File: config.mk
export PLATFORM = sky130hd
export DESIGN_NAME = sdram_model_bank
export DESIGN_NICKNAME = d
export VERILOG_FILES = /design/src/rtl/sdram_pkg.sv /design/src/rtl/sdram_model_bank.sv
export SDC_FILE = /design/constraint.sdc
export NUM_CORES = 1
export LEC_CHECK = 0
export ABC_AREA = 1
export BUFFER_PORTS_ARGS = -buffer_cell sky130_fd_sc_hd__buf_2
export CORE_MARGIN = 2
export CORE_UTILIZATION = 40
export CTS_CLUSTER_SIZE = 28
export DETAILED_ROUTE_END_ITERATION = 10
export PLACE_DENSITY = 0.75
export SETUP_SLACK_MARGIN = 0.5
export SLEW_MARGIN = 25
export SYNTH_ARGS = -nofsm -noshare
export SYNTH_HDL_FRONTEND = slang
export SYNTH_SLANG_ARGS = --single-unit
File: constraint.sdc
create_clock -name clk -period 0.95 [get_ports clk]
set_input_delay 0.19 -clock clk [delete_from_list [all_inputs] [get_ports clk]]
set_output_delay 0.19 -clock clk [all_outputs]
set_load 0.05 [all_outputs]
File: src/rtl/sdram_pkg.sv
// sdram_pkg: command and error encodings, mode register layout and timing constants shared by the SDRAM model.
package sdram_pkg;
    typedef enum logic [3:0] {
        CMD_LMR   = 4'b0000,
        CMD_REF   = 4'b0001,
        CMD_PRE   = 4'b0010,
        CMD_ACT   = 4'b0011,
        CMD_WR    = 4'b0100,
        CMD_RD    = 4'b0101,
        CMD_NOP   = 4'b0111,
        CMD_DESEL = 4'b1111
    } cmd_t;

    typedef enum logic [2:0] {
        ERR_NONE     = 3'd0,
        ERR_ACT_OPEN = 3'd1,
        ERR_NO_ROW   = 3'd2,
        ERR_WDATA    = 3'd3,
        ERR_NOT_IDLE = 3'd4,
        ERR_MODE     = 3'd5,
        ERR_TIMING   = 3'd6
    } err_t;

    typedef struct packed {
        logic [2:0] cl;
        logic [1:0] bl;
    } mode_t;

    localparam logic [3:0] T_RCD = 4'd2;
    localparam logic [3:0] T_RP  = 4'd2;
    localparam logic [3:0] T_RAS = 4'd5;
    localparam logic [3:0] T_WR  = 4'd2;
    localparam logic [3:0] T_RC  = 4'd7;

    function automatic logic [3:0] sat_inc(input logic [3:0] c);
        return (c == 4'hF) ? c : c + 4'd1;
    endfunction
endpackage

File: src/rtl/sdram_model_bank.sv
// sdram_model_bank: one bank's open row and pending auto-precharge; SDRAM_MODEL_TIMING_CHECK_EN adds
// tRCD/tRP/tRAS/tWR/tRC counters that flag violations without blocking the command.
module sdram_model_bank
    import sdram_pkg::*;
#(
    parameter int ROW_WIDTH = 12
) (
    input  logic                 clk,
    input  logic                 rst_n,
    input  logic                 en,
    input  logic                 act,
    input  logic                 pre,
    input  logic                 rw,
    input  logic                 ap,
    input  logic                 last,
    input  logic                 wlast,
    input  logic [ROW_WIDTH-1:0] row_in,
    output logic                 open,
    output logic [ROW_WIDTH-1:0] row,
    output logic                 t_err
);
    logic ap_pend, close;

    // A single-beat command carries its own auto-precharge bit; longer bursts use the stored one.
    assign close = pre || (last && (rw ? ap : ap_pend));

    always_ff @(posedge clk or negedge rst_n) begin
        if (!rst_n) begin
            open    <= 1'b0;
            row     <= '0;
            ap_pend <= 1'b0;
        end else if (act) begin
            open    <= 1'b1;
            row     <= row_in;
            ap_pend <= 1'b0;
        end else if (close) begin
            open    <= 1'b0;
            ap_pend <= 1'b0;
        end else if (rw) begin
            ap_pend <= ap;
        end
    end

`ifdef SDRAM_MODEL_TIMING_CHECK_EN
    logic [3:0] c_act, c_pre, c_wr;

    // Counters hold edges since the event and saturate, so an idle bank never trips a check.
    always_ff @(posedge clk or negedge rst_n) begin
        if (!rst_n) begin
            c_act <= 4'hF;
            c_pre <= 4'hF;
            c_wr  <= 4'hF;
        end else if (en) begin
            c_act <= act ? 4'd1 : sat_inc(c_act);
            c_pre <= (close && open && !act) ? 4'd1 : sat_inc(c_pre);
            c_wr  <= wlast ? 4'd1 : sat_inc(c_wr);
        end
    end

    assign t_err = (rw && c_act < T_RCD)
                || (act && (c_pre < T_RP || c_act < T_RC))
                || (pre && open && (c_act < T_RAS || c_wr < T_WR));
`else
    logic unused_timing;
    assign unused_timing = ^{en, wlast};
    assign t_err = 1'b0;
`endif
endmodule

==> flow_summary_export.csv <==
group,metric,value,unit
sta,setup_viol,13,
detailed_routing,detail_route.drc_violations,0,
synth,ys_dominant_reg_cell,"sky130_fd_sc_hd__dfrtp_1",
die,floorplan.die_area,1740,sq um
detailed_routing,detailedRoute.firstPassIterationCount,4,
global_route,via_count_of_the_first_global_routing_pass,505,
die,io_pins,35,
cts,cts_max_level,1,
sta,final_skew,0.000220,ns
synth,synth-edff-count,0,
sta,hold_viol_final,14,
synth,ys_seq_elements,14,
pwr,vdd_drop_max,0.00104,V
detailed_routing,drt-initial-drc-count,1,
sta,max_clock_freq,960,MHz
layout,multi_input_area,178,sq um
critical_path,rr_endpoint,"open",
layout,post_layout_nonfiller_instances,116,
synth,synth-warning-count,0,
placed_design,dp.final_hpwl,848,um
layout,utilization,0.669,
detailed_routing,viasPerCell,4.56,
sta,slew_viol_final,0,
layout,area_growth_syn_to_layout,54.7,%
critical_path,crit_chain,"buf_6",
cts,tritoncts,"built",
die,fp-row-count,13,
hold_path,holdCritPathClass,"input port to asynchronous set/reset pin",
synth,synthesis.area,569,sq um
critical_path,crit_path_max_incr_delay,0.42,ns
synth,yosysMostFrequentCell,"sky130_fd_sc_hd__nand2_1",
cts,cts.clk_slew.worst_paths,0.08,ns
cts,worstSkewPairLatency,0.27,ns
critical_path,critical_path_class,"flip-flop to output port",
die,die-height,41.7,um
global_route,pin_count_of_the_biggest_net_entering_global_routing,15,
synth,synth.avg_cell_area,8.50,sq um
detailed_routing,detail_route.wl_per_cell,11.4,um
placed_design,place.detailed.instances,110,
sta,whs,-0.210,ns
critical_path,worst-r2r-setup-slack,0.11,ns
critical_path,cpMaxStageDelayCell,"sky130_fd_sc_hd__dfrtp_2",
critical_path,crit_arrival,0.85,ns
global_route,overflow,0,
layout,register_area,367,sq um
critical_path,setup.worst_path.start_class,"flip-flop",
global_route,global_router_s_overall_resource_usage,0.158,
critical_path,cp.buffers_inverters,1,
placed_design,place_congestion,0.639,
layout,total_inserted_antenna_cells,0,
pwr,static-leakage-power,0.493,nW
cts,library_cell_used_as_clock_root_buffer,"sky130_fd_sc_hd__clkbuf_4",
critical_path,crit_fanout,2,
synth,post_synth_main_area_contributors,"sky130_fd_sc_hd__dfrtp_1, sky130_fd_sc_hd__nand2_1, sky130_fd_sc_hd__inv_1",
flow_run,drv_cap,0,
synth,yosys-top-cells-count,"sky130_fd_sc_hd__nand2_1, sky130_fd_sc_hd__dfrtp_1, sky130_fd_sc_hd__inv_1",
critical_path,crit_cells,1,
placed_design,port_buffer_count,31,
synth,synth-async-reset-ratio,1.00,
sta,layout_min_cycle_time,1.04,ns
cts,clock-sinks,14,
critical_path,launch_instance_of_the_worst_register_to_register_path,"open",
critical_path,critical-path-top-delay-family,"flip-flops",
cts,cts_buffers,3,
sta,final_min_period_over_clock_period,1.10,
synth,synthCells,67,
cts,clk_path_buf_depth,2,
sta,final_critical_path_setup_slack,-0.0918,ns
detailed_routing,post_detailed_route_count_of_antenna_violating_nets,0,
die,core_region_area,1320,sq um
global_route,grt_pass1_wl,2.11,mm
die,start_util,0.432,
synth,synth_top_cell_by_area,"sky130_fd_sc_hd__dfrtp_1",
layout,post_route_cells_drive_above_1_share,0.525,
sta,setup_repair_after_global_routing_missed_its_margin,"true",
synth,seq_area_frac_synth,0.615,
run_status,status,"finished with violations",
die,die_x,41.7,um
global_route,antenna_found_initial,0,
run_status,violations,"hold timing, setup timing",
pwr,report.power.total,0.00153,W
critical_path,timing.critical_path.required,0.76,ns
pwr,power_dens_cells,1740,nW/um^2
critical_path,timing.critical_path.to_type,"output port",
synth,synth.net_count,88,
layout,fin_nets,123,
layout,layout.filler_cells,120,
detailed_routing,wl,1.32,mm
synth,yosys_top_cell_area_share,0.615,
critical_path,rr_worst_depth,4,
detailed_routing,via_count,529,
synth,ys_types,10,
## kinds of logic (layout without fill, tap and decap cells)
family	after synthesis	after routing	share of synthesized area
buffers and inverters	9	43	0.0857
DFF	14	14	0.615
and+or+nand+nor	43	43	0.292
other	1	1	0.00659
## final cells by class
cell class,count,area share
Inverter,6,0.0256
Tap cell,15,0.0213
Timing Repair Buffer,33,0.294
Sequential cell,14,0.416
Multi-Input combinational cell,44,0.202
Clock buffer,4,0.0412
## worst max-delay path by stage
stage / startpoint / end / slack [ns]
detailed placement: act / row[3] / 0.05
global route: row[8] / row[8] / -0.12
global placement: act / row[5] / 0.08
floorplan: open / open / 0.21
CTS: row[3] / row[3] / -0.1
finish: row[3] / row[3] / -0.09
## power breakdown
group          internal, W  switching, W
Sequential        0.000653     0.0000362
Combinational     0.000154      0.000276
Clock             0.000233      0.000180
## flip-flops by register name, summed over array words and instances, names as in the netlist
register,count
ap_pend,1
open,1
row,12
## metal layers
metal  vias up  wire (um)  track usage  part of all wire
li1        264          -            -                 -
met5         -          0            0                 0
met1       233        599        0.187              0.45
met2        28        630        0.281              0.48
met3         4         70       0.0304             0.053
met4         0         19       0.0581             0.014
## repair_timing
| item | 4_1_cts | 5_1_grt |
|---|---|---|
| setup buffers | 1 | 1 |
| pin swaps | 0 | 1 |
| hold endpoints to repair | 14 | 14 |
| gates resized for setup | 27 | 2 |
| endpoints found under the setup margin | 27 | 27 |
## metrics by stage
stage,area [sq um],setup TNS (ns),setup slack [ns]
global route,881,-1.44,-0.123
finish,881,-1.06,-0.0918
CTS,867,-1.11,-0.0995
detailed placement,738,0,0.0540
floorplan,591,0,0.212
global placement,738,0,0.0770
## placed cells by master (no fill, tap or decap)
cell type / instances
sky130_fd_sc_hd__nand2_1: 38
sky130_fd_sc_hd__buf_2: 18
sky130_fd_sc_hd__buf_6: 15
sky130_fd_sc_hd__dfrtp_2: 13
sky130_fd_sc_hd__inv_1: 5
sky130_fd_sc_hd__clkbuf_4: 3
sky130_fd_sc_hd__nor2_1: 1
sky130_fd_sc_hd__nand4_1: 1
sky130_fd_sc_hd__inv_2: 1
sky130_fd_sc_hd__nand3_1: 1
sky130_fd_sc_hd__nand3_2: 1
sky130_fd_sc_hd__nand2_2: 1
sky130_fd_sc_hd__conb_1: 1
sky130_fd_sc_hd__dfrtp_1: 1
sky130_fd_sc_hd__clkbuf_8: 1
Power figures use the tool's default switching activity.
